==> src/rtl/debounce_pkg.sv <==
// debounce_pkg: shared state encoding and default stability window for the debouncer
package debounce_pkg;
    typedef enum logic [1:0] {IDLE_LOW, WAIT_HIGH, IDLE_HIGH, WAIT_LOW} state_t;
    localparam int DEBOUNCE_10MS = 1000000;
endpackage

==> src/rtl/debounce_channel.sv <==
// debounce_channel: one channel of synchroniser, debounce FSM, stability counter and registered outputs
// ports: clk, rst (sync, active-high), raw_in (async pin), clean_out (debounced level),
//        rise_pulse / fall_pulse (one-cycle edge strobes of clean_out)
module debounce_channel
    import debounce_pkg::*;
#(
    parameter int STABLE_CYCLES = DEBOUNCE_10MS,
    parameter int CNT_W = $clog2(STABLE_CYCLES + 1)
) (
    input  logic clk,
    input  logic rst,
    input  logic raw_in,
    output logic clean_out,
    output logic rise_pulse,
    output logic fall_pulse
);
    localparam logic [CNT_W-1:0] LAST = CNT_W'(STABLE_CYCLES - 1);
    state_t state_q, state_d;
    logic [CNT_W-1:0] cnt_q, cnt_d;
    logic s1_q, s1_d, s2_q, s2_d;
    logic clean_q, clean_d, rise_q, rise_d, fall_q, fall_d;
    always_comb begin
        s1_d = raw_in;
        s2_d = s1_q;
        state_d = state_q;
        cnt_d = cnt_q;
        clean_d = clean_q;
        rise_d = 1'b0;
        fall_d = 1'b0;
        case (state_q)
            IDLE_LOW: if (s2_q) begin
                state_d = WAIT_HIGH;
                cnt_d = CNT_W'(1);
            end
            WAIT_HIGH: if (!s2_q) begin
                state_d = IDLE_LOW;
                cnt_d = '0;
            end else if (cnt_q == LAST) begin
                state_d = IDLE_HIGH;
                clean_d = 1'b1;
                rise_d = 1'b1;
                cnt_d = '0;
            end else begin
                cnt_d = cnt_q + CNT_W'(1);
            end
            IDLE_HIGH: if (!s2_q) begin
                state_d = WAIT_LOW;
                cnt_d = CNT_W'(1);
            end
            WAIT_LOW: if (s2_q) begin
                state_d = IDLE_HIGH;
                cnt_d = '0;
            end else if (cnt_q == LAST) begin
                state_d = IDLE_LOW;
                clean_d = 1'b0;
                fall_d = 1'b1;
                cnt_d = '0;
            end else begin
                cnt_d = cnt_q + CNT_W'(1);
            end
            default: begin
                state_d = IDLE_LOW;
                cnt_d = '0;
            end
        endcase
    end
    always_ff @(posedge clk) begin
        if (rst) begin
            s1_q <= 1'b0;
            s2_q <= 1'b0;
            state_q <= IDLE_LOW;
            cnt_q <= '0;
            clean_q <= 1'b0;
            rise_q <= 1'b0;
            fall_q <= 1'b0;
        end else begin
            s1_q <= s1_d;
            s2_q <= s2_d;
            state_q <= state_d;
            cnt_q <= cnt_d;
            clean_q <= clean_d;
            rise_q <= rise_d;
            fall_q <= fall_d;
        end
    end
    assign clean_out = clean_q;
    assign rise_pulse = rise_q;
    assign fall_pulse = fall_q;
endmodule

==> src/rtl/input_debouncer.sv <==
// input_debouncer: N_CH independent synchronise-and-debounce channels
// ports: clk, rst (sync, active-high), raw_in[N_CH] (async pins),
//        clean_out / rise_pulse / fall_pulse [N_CH] (registered per-channel outputs)
module input_debouncer
    import debounce_pkg::*;
#(
    parameter int N_CH = 2,
    parameter int STABLE_CYCLES = DEBOUNCE_10MS,
    parameter int CNT_W = $clog2(STABLE_CYCLES + 1)
) (
    input  logic            clk,
    input  logic            rst,
    input  logic [N_CH-1:0] raw_in,
    output logic [N_CH-1:0] clean_out,
    output logic [N_CH-1:0] rise_pulse,
    output logic [N_CH-1:0] fall_pulse
);
    for (genvar g = 0; g < N_CH; g++) begin : g_ch
        debounce_channel #(.STABLE_CYCLES(STABLE_CYCLES), .CNT_W(CNT_W)) u_ch (
            .clk(clk),
            .rst(rst),
            .raw_in(raw_in[g]),
            .clean_out(clean_out[g]),
            .rise_pulse(rise_pulse[g]),
            .fall_pulse(fall_pulse[g])
        );
    end
endmodule

==> config.mk <==
export PLATFORM = sky130hd
export DESIGN_NAME = input_debouncer
export DESIGN_NICKNAME = d
export VERILOG_FILES = /design/src/rtl/debounce_pkg.sv /design/src/rtl/debounce_channel.sv /design/src/rtl/input_debouncer.sv
export SDC_FILE = /design/constraint.sdc
export NUM_CORES = 1
export LEC_CHECK = 0
export CAP_MARGIN = 25
export CORE_ASPECT_RATIO = 2
export CORE_UTILIZATION = 43
export CTS_CLUSTER_DIAMETER = 60
export DETAILED_ROUTE_END_ITERATION = 6
export GPL_TIMING_DRIVEN = 0
export PLACE_DENSITY_LB_ADDON = 0.25
export SYNTH_ARGS = -nofsm -noshare
export SYNTH_HDL_FRONTEND = slang
export SYNTH_SLANG_ARGS = --single-unit
==> constraint.sdc <==
create_clock -name clk -period 2.4 [get_ports clk]
set_input_delay 0.6 -clock clk [delete_from_list [all_inputs] [get_ports clk]]
set_output_delay 0.6 -clock clk [all_outputs]
set_load 0.01 [all_outputs]
==> flow_summary.json, run 1 <==
{
  "status": "completed",
  "cts_resized": 0,
  "postRouteAntennaNets": 0,
  "drt-total-wl_mm": 6.29,
  "numCtsBuffers": 5,
  "rows": 41,
  "final_common_cell": "dfxtp_1",
  "use_met2": 0.418,
  "ctsHoldBuffers": 0,
  "path_class": "input pin to flip-flop",
  "gr-usage-met1": 0.188,
  "grt_remaining_overflow": 0,
  "syn_inst": 318,
  "ys_seq_area_frac": 0.390,
  "cts_buffer_depth": 2,
  "synth-seq-cells": 54,
  "antennaDiodeCount": 0,
  "clock-sinks": 54,
  "die_w_um": 58.8,
  "arrival_ps": 2340,
  "ir_worst_vdd_v": 0.000470,
  "period_needed_ps": 2160,
  "cp.required_ps": 2580,
  "yosysUniqueCellTypes": 61,
  "fp.dieH_um": 116,
  "setup_tns_ps": 0,
  "timing.hold.ws_ps": 437,
  "syn_area_per_cell_um2": 8.73,
  "register_area_um2": 1080,
  "synth_top_area_frac": 0.390,
  "grt_pass1_vias": 2371,
  "wl_per_cell_um": 15.0,
  "instances_no_fill": 419,
  "synth-edff-count": 0,
  "dpl.hpwl_mm": 4.80,
  "routabilityCongestion": 0.842,
  "ys.warnings.count": 0,
  "synth_nets": 324,
  "ios": 10,
  "final_area_um2": 3110,
  "dpl.cell_count": 413,
  "drc": 0,
  "hold_violations": 0,
  "start_util": 0.443,
  "final_net_count": 340,
  "fin_crit_sh": 0.898,
  "dr.pass1.iters": 4,
  "final.setup_skew_ps": 3.27,
  "via_count": 2372,
  "hp-class": "flip-flop to flip-flop",
  "fillers": 666,
  "viasPerCell": 5.66,
  "critPathCaptureType": "flip-flop",
  "path_max_fanout": 10,
  "layout-drive-gt1-share": 0.0991,
  "io_buffer_count": 9,
  "max_cap_violations": 0,
  "tritoncts": "done",
  "cellPowerDensity_nw_per_um2": 551,
  "async_flop_share": 0,
  "postPlaceCellArea_um2": 2970,
  "gr-usage-all-layers": 0.211,
  "multiInputGateArea_um2": 1590,
  "ys.flop_type": "dfxtp_1",
  "fmax_mhz": 464,
  "clk_root_buffer_cell": "clkbuf_16",
  "grt_antenna_before_repair": 0,
  "synth_area_leaders": "dfxtp_1 (39%), nor2_1 (4.5%), nand3_1 (4.0%)",
  "worst_pin_slew_ps": 683,
  "syn_to_final_growth_pct": 12.1,
  "final_cell_mix": "dfxtp_1 (54), nor2_1 (33), nand2_1 (23)",
  "start_kind": "input pin",
  "max_slew_margin": 0.543,
  "core_um2": 6260,
  "drv_slew": 0,
  "use_met3": 0.0368,
  "p_leak_nw": 1.11,
  "synth_area_um2": 2780,
  "post_cts_buffers": 0,
  "dieArea_um2": 6800,
  "rsz0062_at_grt": "no",
  "grt_max_degree": 15,
  "finalSetupViolations": 0,
  "synth_top_cell_by_area": "dfxtp_1",
  "clk_pin_slew_ps": 60,
  "drt_iter0_drc": 128,
  "busiest_layer": "met2",
  "grt_first_pass_wirelength_mm": 10.7,
  "insertion_delay_ps": 290,
  "cts-htree-levels": 2
}
## cell families after synthesis
group | Yosys count | share of synthesized area
buffers and inverters | 19 | 0.0379
multiplexers | 2 | 0.00721
AND/OR/NAND/NOR | 162 | 0.347
XOR/XNOR | 15 | 0.0528
AO/OA/AOI/OAI | 64 | 0.157
flip-flops | 54 | 0.390
adder cells (fa/ha/maj) | 2 | 0.00902
## critical path: stages
cell             delay [ps]
clkdlybuf4s50_1         630
clkbuf_1                430
clkbuf_1                450
nand3b_1                180
nand2_1                  60
## Yosys cell counts, drive strengths merged (2+ instances only)
cell,instances
a21o,7
a21oi,14
a22oi,4
a31oi,9
a41oi,4
and3,8
and3b,2
and4,5
buf,10
clkbuf,8
dfxtp,54
ha,2
mux2i,2
nand2,24
nand3,25
nand3b,7
nand4,8
nor2,33
nor2b,6
nor3,11
nor3b,7
nor4,5
nor4b,6
o21ai,18
or2,3
or3,4
xnor2,5
xor2,10
## area by class of cell
type / count / area share
repair buffers: 9 / 0.0290
plain buffers: 18 / 0.0326
inverters: 1 / 0.00121
multi-input cells: 245 / 0.511
flip-flops and latches: 54 / 0.347
well taps: 86 / 0.0346
clock buffers: 6 / 0.0446
## state kept, by name, summed over array words and instances, names as in the netlist, named ones only
register / flops
g_ch.u_ch.rise_pulse: 2
g_ch.u_ch.s1_q: 2
g_ch.u_ch.cnt_q: 40
g_ch.u_ch.state_q: 2
g_ch.u_ch.clean_out: 2
g_ch.u_ch.s2_q: 2
g_ch.u_ch.fall_pulse: 2
## routing by layer
| metal | part of all wire | vias to the layer above |
|---|---|---|
| met5 | 0 | - |
| met4 | 0.037 | 0 |
| met3 | 0.018 | 18 |
| met2 | 0.58 | 29 |
| met1 | 0.36 | 1126 |
| li1 | - | 1199 |
## path summary, 6_finish.rpt
check                        start                     end  slack [ps]  cells after the start
max                            rst   g_ch[0].u_ch.cnt_q[6]         240                      5
min reg2reg      g_ch[1].u_ch.s1_q       g_ch[1].u_ch.s2_q         440                      1
max reg2reg  g_ch[1].u_ch.cnt_q[0]  g_ch[1].u_ch.cnt_q[12]         330                      6
min              g_ch[1].u_ch.s1_q       g_ch[1].u_ch.s2_q         440                      1
## metrics by stage
stage	utilization	power [mW]	worst slack, ps
5_1_grt	0.497	1.77	125
3_5_place_dp	0.475	1.02	-62.5
6_report	0.497	1.71	244
4_1_cts	0.497	1.73	246
2_1_floorplan	-	0.991	626
3_3_place_gp	0.475	1.02	-85.4
## report_power, final
part,internal [mW],switching [mW],leakage [nW]
clock network,0.404,0.308,0.0688
logic,0.0372,0.0506,0.605
registers,0.906,0.00842,0.436
Power figures use the tool's default switching activity.
==> run 2, diff against run 1 <==
CTS_CLUSTER_DIAMETER = 40   (was 60)
GPL_ROUTABILITY_DRIVEN = 0   (was unset)
SKIP_CTS_REPAIR_TIMING = 1   (was unset)
==> results of run 2 <==
The final DEF is identical to that of run 1; final timing and power are the same.
==> variant (config.mk and constraints of run 2) <==
The 4 states of `state_t` get a one-hot encoding in 4 bits.
--- a/src/rtl/debounce_pkg.sv
+++ b/src/rtl/debounce_pkg.sv
@@ -1,5 +1,5 @@
 // debounce_pkg: shared state encoding and default stability window for the debouncer
 package debounce_pkg;
-    typedef enum logic [1:0] {IDLE_LOW, WAIT_HIGH, IDLE_HIGH, WAIT_LOW} state_t;
+    typedef enum logic [3:0] {IDLE_LOW = 4'b0001, WAIT_HIGH = 4'b0010, IDLE_HIGH = 4'b0100, WAIT_LOW = 4'b1000} state_t;
     localparam int DEBOUNCE_10MS = 1000000;
 endpackage
Function: same outputs for any inputs over 10 cycles, from zero or initial values and one cycle with rst high; not proved beyond that.
==> variant against run 2 <==
- routed wire length rose by 13%
- sequential cell count grew 4
- design area rose by 12%
- worst setup slack got worse by 0.058 ns
- critical path depth up 1
- first-iteration DRC count shrank 9.4%
- area after synthesis up 7.1%
- largest cell class unchanged
- highest routed layer unchanged
Power is not compared: it rests on default switching activity, and its combinational part moved more than twofold at a synthesized area within 25%.
==> variant: results (changes against run 2) <==
top flop regs g_ch.u_ch.cnt_q: 40 flops, g_ch.u_ch.state_q: 8 flops; highest metal layer with signal wires met4; synth cell count leaders dfxtp_1, nand2_1, nor2_1, a21oi_1, nand3_1; GRT Util Overall 0.2253 (+0.01471); FILL cells 658 (-1.2%); CTS root buffer clkbuf_16; grt met2 use 0.4107 (-0.007468); distinct cell type count of the synthesized netlist 54 (-11%); number of global-route vias before repair 2616 (+10%); length of routed met3 wiring 155 µm (+37%); net count after synthesis 367 (+13%); maximum fanout along the worst path 10 (unchanged); global-route wire length before repair 12.12 mm (+13%); Post-Route WL 7.123 mm (+13%); post-CTS clock slew at the launch and capture registers of the worst setup and hold paths 0.05 ns; number of CTS-inserted buffers 9 (+4); maximum operating frequency 451.6 MHz (-2.6%); Critical Path Source Type register; Crit path max-delay family simple AND/OR/NAND/NOR gates; proportion of layout cells with a drive suffix above 1 0.08831 (-0.01079); Largest stage delay, worst path 0.56 ns (-0.07 ns); sequential fraction of the synthesis area 0.3907 (+0.001197); diodes inserted 0 (unchanged); Detailed Place HPWL 5.187 mm (+8.0%); slowest stage cell on the critical path or4_4; leakage power total 1.131 nW; pre-CTS setup slack -0.1206 ns (-0.05803 ns); top cell type by total area after synthesis dfxtp_1; met1 WL 2.734 mm (+20%); via count 2710 (+14%); Starting DRT DRC Count 116 (-9.4%); placed insts 458 (+11%); antenna violations before repair 0 (unchanged); maximum buffer depth of the clock tree 2 (unchanged); synth top area cells dfxtp_1, nand2_1, a21oi_1, nand3_1, a31oi_1; pin count of the biggest net entering global routing 11 (-4); synthesized instance count 361 (+14%); status completed; detailed-routing iteration count for the pre-antenna-repair pass 4 (unchanged); Worst IR Drop VDD 0.5971 mV; # port buffers 9 (unchanged); met1 track demand over resource 0.2256 (+0.03748); Rel. slew slack 0.3575 (-0.1857); met3 GRT Util 0.05172 (+0.01489); setup slack of the most critical reg-to-reg path 0.19 ns (-0.14 ns); per-cell routed wire length 15.06 µm (+0.28%); class of the most critical setup path reg2reg; Yosys warnings 0 (unchanged); arrival time at the worst endpoint 2.47 ns (+0.13 ns); worst hold path type reg2reg; maximum clock skew at final layout 0.008891 ns (+0.005618 ns); final-stage net count 387 (+14%); Clk Latency, worst-skew pair 0.33 ns (+0.04 ns); met2 routed WL 4.055 mm (+11%); fraction of registers with async set/reset 0 (unchanged); H-tree level count 3 (+1)
[variant: changes by cell type after synthesis, sizes merged, moves of 5 or more]
cell	before	now
nor3	11	4
nor2	33	28
clkbuf	8	15
a21oi	14	26
a31oi	9	18
nand2	24	37
[variant: cell type report]
cell class	instances	area share
repair buffers	9	0.02591
flip-flops and latches	58	0.3339
multi-input cells	273	0.4840
inverters	5	0.005398
clock inverters	3	0.01151
well taps	88	0.03167
clock buffers	12	0.07089
plain buffers	25	0.03670
[variant: report_power, final]
| group | internal [W] | total, W | switching, W |
|---|---|---|---|
| combinational | 0.0000622 | 0.000188 | 0.000126 |
| clock | 0.000820 | 0.00124 | 0.000424 |
| sequential | 0.000983 | 0.00101 | 0.0000232 |
[variant: through the flow]
stage          hold slack (ns)  area [µm²]
2_1_floorplan           0.4138        2972
3_3_place_gp            0.4180        3172
3_5_place_dp            0.4345        3172
4_1_cts                 0.4473        3458
5_1_grt                 0.4633        3477
6_report                0.4378        3477
[variant: cells by family (layout without fill, tap and decap cells)]
logic type               after synthesis  count (layout)  synth area share
AND/OR/NAND/NOR                      172             172            0.3288
AO/OA/AOI/OAI                         82              82            0.1726
flip-flops                            58              58            0.3907
buffers and inverters                 30              54           0.04884
XOR/XNOR                              16              16           0.04716
adder cells (fa/ha/maj)                2               2          0.008420
multiplexers                           1               1          0.003369
[variant: final timing paths]
check / startpoint / cells after the start / endpoint
setup / recovery: g_ch[0].u_ch.cnt_q[10] / 6 / g_ch[0].u_ch.state_q[3]
hold / removal: g_ch[1].u_ch.s1_q / 1 / g_ch[1].u_ch.s2_q
hold reg to reg: g_ch[1].u_ch.s1_q / 1 / g_ch[1].u_ch.s2_q
setup reg to reg: g_ch[0].u_ch.cnt_q[10] / 6 / g_ch[0].u_ch.state_q[3]
